`src/rtl/spi_slave_reg_ctrl_pkg.sv`:
```
// Shared types and helpers for the SPI register command sequencer.
// Optional abort counter is enabled with the SPI_REG_CTRL_ERR_CNT_EN macro.
package spi_reg_ctrl_pkg;

    localparam int unsigned ADDR_W          = 7;
    localparam int unsigned CMD_RD_BIT      = 7;
    localparam logic [7:0]  STATUS_BYTE_DEF = 8'h5A;

    typedef enum logic [2:0] {
        StIdle,
        StPreload,
        StCmd,
        StWrite,
        StRdFetch,
        StRdCapture,
        StRdLoad,
        StRdWait
    } state_e;

    function automatic logic [ADDR_W-1:0] addr_inc(input logic [ADDR_W-1:0] addr,
                                                   input logic [ADDR_W-1:0] max_addr);
        return (addr == max_addr) ? '0 : addr + ADDR_W'(1);
    endfunction

    function automatic logic [ADDR_W-1:0] addr_clamp(input logic [ADDR_W-1:0] addr,
                                                     input logic [ADDR_W-1:0] max_addr);
        return (addr > max_addr) ? max_addr : addr;
    endfunction

endpackage

```
`src/rtl/spi_slave_reg_ctrl_if.sv`:
```
// Byte-stream, register-bank and status signals of the SPI register sequencer.
// SPI_REG_CTRL_ERR_CNT_EN adds the abort counter output and its clear input.
interface spi_slave_reg_ctrl_if;
    import spi_reg_ctrl_pkg::*;

    logic              i_SPI_CS_n;
    logic              i_RX_DV;
    logic [7:0]        i_RX_Byte;
    logic              i_MISO_ready;
    logic              o_TX_DV;
    logic [7:0]        o_TX_Byte;
    logic [ADDR_W-1:0] o_Reg_Addr;
    logic              o_Reg_Wr_En;
    logic [7:0]        o_Reg_Wr_Data;
    logic              o_Reg_Rd_En;
    logic [7:0]        i_Reg_Rd_Data;
    logic              o_Busy;
`ifdef SPI_REG_CTRL_ERR_CNT_EN
    logic              i_Err_Clr;
    logic [7:0]        o_Err_Cnt;

    modport slave (
        input  i_SPI_CS_n, i_RX_DV, i_RX_Byte, i_MISO_ready, i_Reg_Rd_Data, i_Err_Clr,
        output o_TX_DV, o_TX_Byte, o_Reg_Addr, o_Reg_Wr_En, o_Reg_Wr_Data, o_Reg_Rd_En,
               o_Busy, o_Err_Cnt
    );
    modport master (
        output i_SPI_CS_n, i_RX_DV, i_RX_Byte, i_MISO_ready, i_Reg_Rd_Data, i_Err_Clr,
        input  o_TX_DV, o_TX_Byte, o_Reg_Addr, o_Reg_Wr_En, o_Reg_Wr_Data, o_Reg_Rd_En,
               o_Busy, o_Err_Cnt
    );
`else
    modport slave (
        input  i_SPI_CS_n, i_RX_DV, i_RX_Byte, i_MISO_ready, i_Reg_Rd_Data,
        output o_TX_DV, o_TX_Byte, o_Reg_Addr, o_Reg_Wr_En, o_Reg_Wr_Data, o_Reg_Rd_En,
               o_Busy
    );
    modport master (
        output i_SPI_CS_n, i_RX_DV, i_RX_Byte, i_MISO_ready, i_Reg_Rd_Data,
        input  o_TX_DV, o_TX_Byte, o_Reg_Addr, o_Reg_Wr_En, o_Reg_Wr_Data, o_Reg_Rd_En,
               o_Busy
    );
`endif

endinterface

```
`src/rtl/spi_slave_reg_ctrl_cs_sync_edge.sv`:
```
// Multi-flop synchronizer for an asynchronous pad input with rise/fall pulses
// derived from the synchronized level.
module cs_sync_edge #(
    parameter int unsigned Stages   = 2,
    parameter logic        ResetVal = 1'b1
) (
    input  logic clk_i,
    input  logic rst_i,
    input  logic d_i,
    output logic rise_o,
    output logic fall_o
);

    logic [Stages-1:0] sync_q, sync_d;
    logic              prev_q, prev_d;

    always_comb begin
        sync_d = {sync_q[Stages-2:0], d_i};
        prev_d = sync_q[Stages-1];
    end

    always_ff @(posedge clk_i or posedge rst_i) begin
        if (rst_i) begin
            sync_q <= {Stages{ResetVal}};
            prev_q <= ResetVal;
        end else begin
            sync_q <= sync_d;
            prev_q <= prev_d;
        end
    end

    assign rise_o = sync_q[Stages-1] & ~prev_q;
    assign fall_o = ~sync_q[Stages-1] & prev_q;

endmodule

```
`src/rtl/spi_slave_reg_ctrl.sv`:
```
// Per-frame command decoder streaming auto-incrementing register reads/writes over SPI bytes.
// Define SPI_REG_CTRL_ERR_CNT_EN to count frames aborted before their TX byte was loaded.
module spi_slave_reg_ctrl
    import spi_reg_ctrl_pkg::*;
#(
    parameter int unsigned MAX_ADDR    = 127,
    parameter logic [7:0]  STATUS_BYTE = STATUS_BYTE_DEF,
    parameter int unsigned SYNC_STAGES = 2
) (
    input logic                 i_Clk,
    input logic                 i_Rst,
    spi_slave_reg_ctrl_if.slave bus
);

    localparam logic [ADDR_W-1:0] MaxAddr = ADDR_W'(MAX_ADDR);

    logic cs_rise, cs_fall;

    // Synchronizer resets to "selected" so CS held low through reset never fakes a new frame.
    cs_sync_edge #(
        .Stages   (SYNC_STAGES),
        .ResetVal (1'b0)
    ) u_cs_sync (
        .clk_i  (i_Clk),
        .rst_i  (i_Rst),
        .d_i    (bus.i_SPI_CS_n),
        .rise_o (cs_rise),
        .fall_o (cs_fall)
    );

    state_e            state_q, state_d;
    logic [ADDR_W-1:0] addr_q, addr_d;
    logic [ADDR_W-1:0] reg_addr_q, reg_addr_d;
    logic              busy_q, busy_d;
    logic              tx_dv_q, tx_dv_d;
    logic [7:0]        tx_byte_q, tx_byte_d;
    logic              wr_en_q, wr_en_d;
    logic [7:0]        wr_data_q, wr_data_d;
    logic              rd_en_q, rd_en_d;
    logic [7:0]        rd_data_q, rd_data_d;
    logic [ADDR_W-1:0] cmd_addr;

    assign cmd_addr = addr_clamp(bus.i_RX_Byte[ADDR_W-1:0], MaxAddr);

    always_comb begin
        state_d    = state_q;
        addr_d     = addr_q;
        reg_addr_d = reg_addr_q;
        busy_d     = busy_q;
        tx_dv_d    = 1'b0;
        tx_byte_d  = tx_byte_q;
        wr_en_d    = 1'b0;
        wr_data_d  = wr_data_q;
        rd_en_d    = 1'b0;
        rd_data_d  = rd_data_q;

        case (state_q)
            StIdle: begin
                if (cs_fall) begin
                    state_d = StPreload;
                    busy_d  = 1'b1;
                end
            end
            StPreload: begin
                if (bus.i_MISO_ready) begin
                    tx_dv_d   = 1'b1;
                    tx_byte_d = STATUS_BYTE;
                    state_d   = StCmd;
                end
            end
            StCmd: begin
                if (bus.i_RX_DV) begin
                    addr_d = cmd_addr;
                    if (bus.i_RX_Byte[CMD_RD_BIT]) begin
                        // Read strobe is issued on entry so data lands during StRdCapture.
                        rd_en_d    = 1'b1;
                        reg_addr_d = cmd_addr;
                        state_d    = StRdFetch;
                    end else begin
                        state_d = StWrite;
                    end
                end
            end
            StWrite: begin
                if (bus.i_RX_DV) begin
                    wr_en_d    = 1'b1;
                    wr_data_d  = bus.i_RX_Byte;
                    reg_addr_d = addr_q;
                    addr_d     = addr_inc(addr_q, MaxAddr);
                end
            end
            StRdFetch: state_d = StRdCapture;
            StRdCapture: begin
                rd_data_d = bus.i_Reg_Rd_Data;
                state_d   = StRdLoad;
            end
            StRdLoad: begin
                if (bus.i_MISO_ready) begin
                    tx_dv_d   = 1'b1;
                    tx_byte_d = rd_data_q;
                    addr_d    = addr_inc(addr_q, MaxAddr);
                    state_d   = StRdWait;
                end
            end
            StRdWait: begin
                if (bus.i_RX_DV) begin
                    rd_en_d    = 1'b1;
                    reg_addr_d = addr_q;
                    state_d    = StRdFetch;
                end
            end
            default: state_d = StIdle;
        endcase

        // A write already accepted in this cycle still commits; everything else is dropped.
        if (cs_rise) begin
            state_d   = StIdle;
            busy_d    = 1'b0;
            tx_dv_d   = 1'b0;
            tx_byte_d = tx_byte_q;
            rd_en_d   = 1'b0;
        end
    end

`ifdef SPI_REG_CTRL_ERR_CNT_EN
    logic [7:0] err_cnt_q, err_cnt_d;

    always_comb begin
        err_cnt_d = err_cnt_q;
        if (bus.i_Err_Clr) begin
            err_cnt_d = '0;
        end else if (cs_rise && err_cnt_q != 8'hFF &&
                     (state_q inside {StPreload, StCmd, StRdFetch, StRdCapture, StRdLoad})) begin
            err_cnt_d = err_cnt_q + 8'd1;
        end
    end

    assign bus.o_Err_Cnt = err_cnt_q;
`endif

    always_ff @(posedge i_Clk or posedge i_Rst) begin
        if (i_Rst) begin
            state_q    <= StIdle;
            addr_q     <= '0;
            reg_addr_q <= '0;
            busy_q     <= 1'b0;
            tx_dv_q    <= 1'b0;
            tx_byte_q  <= 8'h00;
            wr_en_q    <= 1'b0;
            wr_data_q  <= 8'h00;
            rd_en_q    <= 1'b0;
            rd_data_q  <= 8'h00;
`ifdef SPI_REG_CTRL_ERR_CNT_EN
            err_cnt_q  <= 8'h00;
`endif
        end else begin
            state_q    <= state_d;
            addr_q     <= addr_d;
            reg_addr_q <= reg_addr_d;
            busy_q     <= busy_d;
            tx_dv_q    <= tx_dv_d;
            tx_byte_q  <= tx_byte_d;
            wr_en_q    <= wr_en_d;
            wr_data_q  <= wr_data_d;
            rd_en_q    <= rd_en_d;
            rd_data_q  <= rd_data_d;
`ifdef SPI_REG_CTRL_ERR_CNT_EN
            err_cnt_q  <= err_cnt_d;
`endif
        end
    end

    assign bus.o_TX_DV       = tx_dv_q;
    assign bus.o_TX_Byte     = tx_byte_q;
    assign bus.o_Reg_Addr    = reg_addr_q;
    assign bus.o_Reg_Wr_En   = wr_en_q;
    assign bus.o_Reg_Wr_Data = wr_data_q;
    assign bus.o_Reg_Rd_En   = rd_en_q;
    assign bus.o_Busy        = busy_q;

endmodule

```
`src/flat_wrapper.sv`:
```
// flat-port wrapper written by rule: the top's interface ports become plain ports
module spi_slave_reg_ctrl_flat import spi_reg_ctrl_pkg::*;
#(
    parameter int unsigned MAX_ADDR    = 127,
    parameter logic [7:0]  STATUS_BYTE = STATUS_BYTE_DEF,
    parameter int unsigned SYNC_STAGES = 2
)
  (i_Clk, i_Rst, bus_i_SPI_CS_n, bus_i_RX_DV, bus_i_RX_Byte, bus_i_MISO_ready, bus_i_Reg_Rd_Data, bus_o_TX_DV, bus_o_TX_Byte, bus_o_Reg_Addr, bus_o_Reg_Wr_En, bus_o_Reg_Wr_Data, bus_o_Reg_Rd_En, bus_o_Busy);
  spi_slave_reg_ctrl_if bus_i ();
  input logic i_Clk;
  input logic i_Rst;
  input wire logic [$bits(bus_i.i_SPI_CS_n)-1:0] bus_i_SPI_CS_n;
  input wire logic [$bits(bus_i.i_RX_DV)-1:0] bus_i_RX_DV;
  input wire logic [$bits(bus_i.i_RX_Byte)-1:0] bus_i_RX_Byte;
  input wire logic [$bits(bus_i.i_MISO_ready)-1:0] bus_i_MISO_ready;
  input wire logic [$bits(bus_i.i_Reg_Rd_Data)-1:0] bus_i_Reg_Rd_Data;
  output wire logic [$bits(bus_i.o_TX_DV)-1:0] bus_o_TX_DV;
  output wire logic [$bits(bus_i.o_TX_Byte)-1:0] bus_o_TX_Byte;
  output wire logic [$bits(bus_i.o_Reg_Addr)-1:0] bus_o_Reg_Addr;
  output wire logic [$bits(bus_i.o_Reg_Wr_En)-1:0] bus_o_Reg_Wr_En;
  output wire logic [$bits(bus_i.o_Reg_Wr_Data)-1:0] bus_o_Reg_Wr_Data;
  output wire logic [$bits(bus_i.o_Reg_Rd_En)-1:0] bus_o_Reg_Rd_En;
  output wire logic [$bits(bus_i.o_Busy)-1:0] bus_o_Busy;
  assign bus_i.i_SPI_CS_n = bus_i_SPI_CS_n;
  assign bus_i.i_RX_DV = bus_i_RX_DV;
  assign bus_i.i_RX_Byte = bus_i_RX_Byte;
  assign bus_i.i_MISO_ready = bus_i_MISO_ready;
  assign bus_i.i_Reg_Rd_Data = bus_i_Reg_Rd_Data;
  assign bus_o_TX_DV = bus_i.o_TX_DV;
  assign bus_o_TX_Byte = bus_i.o_TX_Byte;
  assign bus_o_Reg_Addr = bus_i.o_Reg_Addr;
  assign bus_o_Reg_Wr_En = bus_i.o_Reg_Wr_En;
  assign bus_o_Reg_Wr_Data = bus_i.o_Reg_Wr_Data;
  assign bus_o_Reg_Rd_En = bus_i.o_Reg_Rd_En;
  assign bus_o_Busy = bus_i.o_Busy;
  spi_slave_reg_ctrl #(.MAX_ADDR(MAX_ADDR), .STATUS_BYTE(STATUS_BYTE), .SYNC_STAGES(SYNC_STAGES)) u_core (.i_Clk(i_Clk), .i_Rst(i_Rst), .bus(bus_i));
endmodule
```
`config.mk`:
```
export PLATFORM = sky130hd
export DESIGN_NAME = spi_slave_reg_ctrl_flat
export DESIGN_NICKNAME = d
export VERILOG_FILES = /design/src/rtl/spi_slave_reg_ctrl_pkg.sv /design/src/rtl/spi_slave_reg_ctrl_if.sv /design/src/rtl/spi_slave_reg_ctrl_cs_sync_edge.sv /design/src/rtl/spi_slave_reg_ctrl.sv /design/src/flat_wrapper.sv
export SDC_FILE = /design/constraint.sdc
export NUM_CORES = 1
export LEC_CHECK = 0
export CAP_MARGIN = 15
export CELL_PAD_IN_SITES_DETAIL_PLACEMENT = 0
export CELL_PAD_IN_SITES_GLOBAL_PLACEMENT = 2
export CORE_UTILIZATION = 31
export CTS_BUF_LIST = sky130_fd_sc_hd__clkbuf_16
export CTS_CLUSTER_DIAMETER = 30
export DETAILED_ROUTE_END_ITERATION = 10
export PLACE_DENSITY = 0.84
export SYNTH_ARGS = -nofsm -noshare
export SYNTH_HDL_FRONTEND = slang
export SYNTH_SLANG_ARGS = --single-unit
```
`constraint.sdc`:
```
create_clock -name i_Clk -period 2 [get_ports i_Clk]
set_clock_uncertainty 0.05 [all_clocks]
set_input_delay 0.4 -clock i_Clk [delete_from_list [all_inputs] [get_ports i_Clk]]
set_output_delay 0.4 -clock i_Clk [all_outputs]
set_load 0.01 [all_outputs]
```
==> flow_metrics.tcl, run 1 <==
set metrics [dict create \
    place_inst 372 \
    crit_type "reg -> reg" \
    maxSlewViolCount 0 \
    final_common_cell "nand2_1" \
    met2_usage 0.229 \
    async_flop_share 1.00 \
    grt_max_degree 49 \
    fin_worst_hold_slack_ns 0.299 \
    vias 1794 \
    gp_congestion 0.783 \
    nFillCells 699 \
    critPathRequiredTime_ns 2.11 \
    max_freq_mhz 579 \
    clk_pin_slew_ns 0.07 \
    finalCritPeriodShare 0.864 \
    p_leak_nw 1.41 \
    avgSynthCellArea_um2 10.0 \
    setup.worst_path.end_class "register" \
    hold_path.class "reg -> reg" \
    clock_latency_ns 0.29 \
    antenna_found_initial 0 \
    max_stage_delay_ns 0.59 \
    cts_max_path_buffers 2 \
    grtUsageMet3 0.0370 \
    p_switching_mw 1.30 \
    syn_nets 249 \
    synthCells 225 \
    ys_types 45 \
    core_area_um2 6910 \
    worst_path_max_delay_cell "dfrtp_1" \
    syn_area_um2 2260 \
    die_area_um2 7630 \
    grt_busiest_layer "met2" \
    areaGrowthSynthToFinish_pct 36.1 \
    final_cell_mix "nand2_1 (52), dfrtp_1 (48), clkdlybuf4s50_1 (47), o21ai_0 (17)" \
    final_nets 307 \
    row_count 30 \
    rsz0062_at_grt "false" \
    status "complete, no violations" \
    drive_gt1_frac 0.127 \
    ir_drop_mv 0.465 \
    finalSetupViolCount 0 \
    cap_violations 0 \
    sw_frac_of_total 0.327 \
    cts_num_sinks 48 \
    synth_ff_type "dfrtp_1" \
    hpwl_um 3570 \
    yosysWarningCount 0 \
    start_util 0.327 \
    synthTopCellsByArea "dfrtp_1 (53%), nand2_1 (8.6%), mux2i_1 (4.9%)" \
    slew_headroom 0.680 \
    synth_seq_cells 48 \
    crit_chain "buf_4 -> nor2_2 -> a32o_1 -> a2111oi_2 -> a211oi_2" \
    drcViolationCount 0 \
    die_y_um 87.4 \
    routed_wirelength_um 5030 \
    port_buffers 47 \
    crit_fanout 12 \
    power_frac_clock 0.246 \
    yosysTopAreaCell "dfrtp_1" \
    p_comb_frac 0.348 \
    crit_buf_inv 1 \
    grt_usage 0.145 \
    htreeDepth 2 \
    layoutNonFillerInstCount 380 \
    cts_buffers 5 \
    grt_remaining_overflow 0 \
    internal-power_mw 2.68 \
    powerDensity_nw_per_um2 1300 \
    clockRootBuffer "clkbuf_16" \
    first_pass_iters 4 \
    setup-tns-final_ns 0 \
    post_drt_wl_per_cell_um 13.2 \
    cp-start-kind "register" \
    synth_seq_area_share 0.532 \
    via_per_inst 4.72 \
    postCtsSetupRepairBufs 0 \
    die_w_um 87.4 \
    crit_arrival_ns 1.84 \
    ios 48 \
    tightest_slew_ns 0.476 \
    path_delay_family "compound AO/OA/AOI/OAI gates" \
    cts_tree "built" \
    hold_viol 0 \
    min_period_ns 1.73 \
    first_iter_violations 92 \
    antenna_left 0 \
    grt_util_met1 0.192 \
    power_frac_seq 0.406 \
    synth.top_cell.area_share 0.532 \
    n_antenna_cell 0 \
    synth_edf_count 0 \
    grt_pass1_vias 1704 \
    grt_pass1_wl_um 8450 \
]
==> stage by stage <==
step | power (mW) | worst slack, ns | cell area, um^2 | utilization
final | 3.98 | 0.272 | 3070 | 0.445
after global routing | 4.26 | 0.141 | 3070 | 0.445
after CTS | 4.03 | 0.131 | 3070 | 0.444
after detailed placement | 3.03 | 0.0529 | 2900 | 0.420
after global placement | 3.01 | 0.105 | 2900 | 0.420
after floorplan | 2.38 | 0.406 | 2260 | -
==> per-layer routing <==
layer  vias to the layer above  wire length [um]
li1                        893                 -
met3                         8               251
met5                         -                 0
met2                        40              2350
met4                         0                87
met1                       853              2340
==> kinds of logic (layout without fill, tap and decap cells) <==
| family | Yosys count | count (layout) | share of synthesized area |
|---|---|---|---|
| buffers and inverters | 18 | 77 | 0.0404 |
| and+or+nand+nor | 92 | 92 | 0.191 |
| xor gates and xnor gates | 1 | 1 | 0.00720 |
| AOI/OAI and AO/OA | 44 | 44 | 0.124 |
| muxes | 19 | 19 | 0.0886 |
| adders and majority gates | 3 | 3 | 0.0166 |
| DFF | 48 | 48 | 0.532 |
==> synthesized netlist by cell type, types with 2 or more instances <==
| library cell | instances |
|---|---|
| a21oi_1 | 8 |
| a31oi_1 | 4 |
| and3b_1 | 2 |
| buf_2 | 4 |
| buf_6 | 2 |
| dfrtp_1 | 48 |
| ha_1 | 3 |
| inv_1 | 9 |
| mux2_2 | 8 |
| mux2i_1 | 11 |
| nand2_1 | 52 |
| nand2b_1 | 2 |
| nand3_1 | 7 |
| nand3b_1 | 3 |
| nand4_1 | 3 |
| nor2_1 | 10 |
| nor2b_1 | 4 |
| o21ai_0 | 17 |
| o21ai_1 | 2 |
==> repair_timing <==
item,in CTS,in global routing
setup endpoints to repair,0,5
gates resized for setup,0,1
hold buffers,0,0
==> registers in the layout, summed over array words and instances, names as in the netlist <==
name and count:
u_core.u_cs_sync.prev_q 1, u_core.rd_data_q 8, u_core.u_cs_sync.sync_q 2, u_core.bus.o_Reg_Wr_En 1, u_core.bus.o_TX_Byte 8, u_core.bus.o_Busy 1, u_core.addr_q 7, u_core.bus.o_TX_DV 1
u_core.bus.o_Reg_Rd_En 1, u_core.bus.o_Reg_Addr 7, u_core.bus.o_Reg_Wr_Data 8, u_core.state_q 3
==> power by group through the flow <==
stage / clock, mW / sequential, mW / combinational, mW
after floorplan: 0 / 1.65 / 0.727
after global placement: 0 / 1.64 / 1.38
after detailed placement: 0 / 1.63 / 1.40
after CTS: 1.00 / 1.62 / 1.40
after global routing: 1.05 / 1.68 / 1.53
final: 0.980 / 1.61 / 1.38
==> final timing paths <==
kind | startpoint | endpoint | slack (ns) | depth (start not counted)
worst min-delay path | u_core.u_cs_sync.sync_q[0]$_DFF_PP0_ | u_core.u_cs_sync.sync_q[1]$_DFF_PP0_ | 0.30 | 0
worst max-delay path | u_core.state_q[0]$_DFFE_PP0P_ | u_core.state_q[1]$_DFFE_PP0P_ | 0.27 | 5
worst min register to register | u_core.u_cs_sync.sync_q[0]$_DFF_PP0_ | u_core.u_cs_sync.sync_q[1]$_DFF_PP0_ | 0.30 | 0
max in group asynchronous | i_Rst | u_core.bus.o_Reg_Addr[2]$_DFFE_PP0P_ | 1.26 | 3
min in group asynchronous | i_Rst | u_core.rd_data_q[6]$_DFFE_PP0P_ | 0.42 | 3
worst max register to register | u_core.state_q[0]$_DFFE_PP0P_ | u_core.state_q[1]$_DFFE_PP0P_ | 0.27 | 5
==> layout make-up <==
class | instances | area [um^2] | share of cell area
clock buffers | 5 | 125 | 0.0407
clock inverters | 3 | 46.3 | 0.0151
inverters | 10 | 37.5 | 0.0122
multi-input cells | 159 | 970 | 0.316
flip-flops and latches | 48 | 1200 | 0.391
well taps | 96 | 120 | 0.0391
repair buffers | 59 | 573 | 0.186
Note: power is estimated with default switching activity, not from simulation.
==> inputs of run 2 (changes only) <==
--- a/config.mk
+++ b/config.mk
@@ -12,7 +12,7 @@
 export CTS_BUF_LIST = sky130_fd_sc_hd__clkbuf_16
 export CTS_CLUSTER_DIAMETER = 30
 export DETAILED_ROUTE_END_ITERATION = 10
-export PLACE_DENSITY = 0.84
+export PLACE_DENSITY_LB_ADDON = 0.1
 export SYNTH_ARGS = -nofsm -noshare
 export SYNTH_HDL_FRONTEND = slang
 export SYNTH_SLANG_ARGS = --single-unit
==> flow_metrics.tcl, run 2 (synthesis results as in run 1) <==
set metrics [dict create \
    cts_num_sinks 48 \
    wl_met3_um 201 \
    top_layer "met4" \
    drive_gt1_frac 0.138 \
    max_stage_delay_ns 0.59 \
    clk_pin_slew_ns 0.06 \
    p_comb_frac 0.363 \
    htreeDepth 2 \
    ir_drop_mv 0.389 \
    cts_tree "built" \
    finalSetupViolCount 0 \
    port_buffers 47 \
    ios 48 \
    start_util 0.327 \
    cp-start-kind "register" \
    final_nets 312 \
    worst_path_max_delay_cell "dfrtp_1" \
    n_antenna_cell 0 \
    die_area_um2 7630 \
    critPathRequiredTime_ns 2.11 \
    antenna_left 0 \
    finalCritPeriodShare 0.904 \
    clock_latency_ns 0.28 \
    cts_buffers 5 \
    gp_congestion 0.799 \
    grt_pass1_vias 1705 \
    min_period_ns 1.81 \
    hold_path.class "reg -> reg" \
    hpwl_um 3760 \
    placed_area_um2 2940 \
    crit_buf_inv 1 \
    drt-met1-wl_um 2770 \
    power_frac_seq 0.424 \
    cap_violations 0 \
    setup-tns-final_ns 0 \
    sw_frac_of_total 0.330 \
    p_switching_mw 1.26 \
    dr_wl_met2_um 2090 \
    fin_area_um2 3080 \
    postCtsSetupRepairBufs 0 \
    via_per_inst 4.61 \
    path_delay_family "compound AO/OA/AOI/OAI gates" \
    clockRootBuffer "clkbuf_16" \
    final_cell_mix "nand2_1 (52), dfrtp_1 (48), clkdlybuf4s50_1 (47), o21ai_0 (17), buf_4 (16)" \
    first_iter_violations 56 \
    die_y_um 87.4 \
    grt_usage 0.151 \
    power_mw 3.83 \
    rsz0062_at_grt "false" \
    post_drt_wl_per_cell_um 13.3 \
    routed_wirelength_um 5140 \
    status "complete, no violations" \
    internal-power_mw 2.57 \
    vias 1775 \
    first_pass_iters 4 \
    core_area_um2 6910 \
    crit_fanout 12 \
    antenna_found_initial 0 \
    hold_viol 0 \
    grt_max_degree 49 \
    power_frac_clock 0.213 \
    maxSlewViolCount 0 \
    max_freq_mhz 553 \
    drcViolationCount 0 \
    crit_arrival_ns 1.91 \
    grt_pass1_wl_um 8740 \
    tightest_slew_ns 0.473 \
    setup.worst_path.end_class "register" \
    crit_chain "buf_4 -> and3b_1 -> o21ai_1 -> a21oi_1 -> a2bb2oi_1" \
    slew_headroom 0.683 \
    row_count 30 \
    die_w_um 87.4 \
    cts_max_path_buffers 2 \
    p_leak_nw 1.42 \
    grt_remaining_overflow 0 \
    areaGrowthSynthToFinish_pct 36.5 \
    final_common_cell "nand2_1" \
    powerDensity_nw_per_um2 1240 \
    crit_type "reg -> reg" \
]
-- run 2: changes by cell type in the layout (fill, tap and decap cells not counted), sizes merged --
cell	delta
inv	-1
buf	+5
clkinvlp	+1
bufinv	-1
clkinv	+1
-- run 2: through the flow --
step / utilization / hold slack [ns] / std cells / worst slack (ns)
2_1_floorplan: - / 0.281 / 225 / 0.406
4_1_cts: 0.446 / 0.305 / 385 / 0.121
3_3_place_gp: 0.425 / 0.288 / 377 / 0.102
6_report: 0.446 / 0.302 / 385 / 0.192
3_5_place_dp: 0.425 / 0.290 / 377 / 0.0925
5_1_grt: 0.446 / 0.318 / 385 / 0.0511
-- run 2: cell type report --
class | instances | area, um^2
Timing Repair Buffer | 64 | 611
Inverter | 10 | 37.5
Clock inverter | 3 | 18.8
Tap cell | 96 | 120
Fill cell | 709 | 3820
Clock buffer | 5 | 125
Multi-Input combinational cell | 159 | 970
Sequential cell | 48 | 1200
-- run 2: worst paths after layout --
path | start | end | slack, ns | cells past startpoint
setup reg to reg | u_core.state_q[0]$_DFFE_PP0P_ | u_core.addr_q[6]$_DFFE_PP0P_ | 0.19 | 5
hold / removal | u_core.u_cs_sync.sync_q[0]$_DFF_PP0_ | u_core.u_cs_sync.sync_q[1]$_DFF_PP0_ | 0.30 | 0
hold reg to reg | u_core.u_cs_sync.sync_q[0]$_DFF_PP0_ | u_core.u_cs_sync.sync_q[1]$_DFF_PP0_ | 0.30 | 0
setup / recovery | u_core.state_q[0]$_DFFE_PP0P_ | u_core.addr_q[6]$_DFFE_PP0P_ | 0.19 | 5
max in group asynchronous | i_Rst | u_core.u_cs_sync.sync_q[1]$_DFF_PP0_ | 1.25 | 3
min in group asynchronous | i_Rst | u_core.bus.o_Reg_Wr_En$_DFF_PP0_ | 0.43 | 3
-- run 2: layer usage --
metal	track usage	vias up
met5	0	-
met2	0.210	39
met4	0.0492	0
li1	-	896
met1	0.228	834
met3	0.0370	6
-- run 2: power groups by stage --
stage | Sequential (mW) | Combinational, mW | Clock (mW)
2_1_floorplan | 1.65 | 0.727 | 0
3_3_place_gp | 1.64 | 1.40 | 0
3_5_place_dp | 1.64 | 1.40 | 0
4_1_cts | 1.63 | 1.41 | 0.848
5_1_grt | 1.68 | 1.56 | 0.895
6_report | 1.62 | 1.39 | 0.816
-- run 2: what timing repair did --
action / in CTS / in global routing
endpoints found under the hold margin: 0 / 0
endpoints found under the setup margin: 0 / 4
hold buffers: 0 / 0
resized for setup: 0 / 1
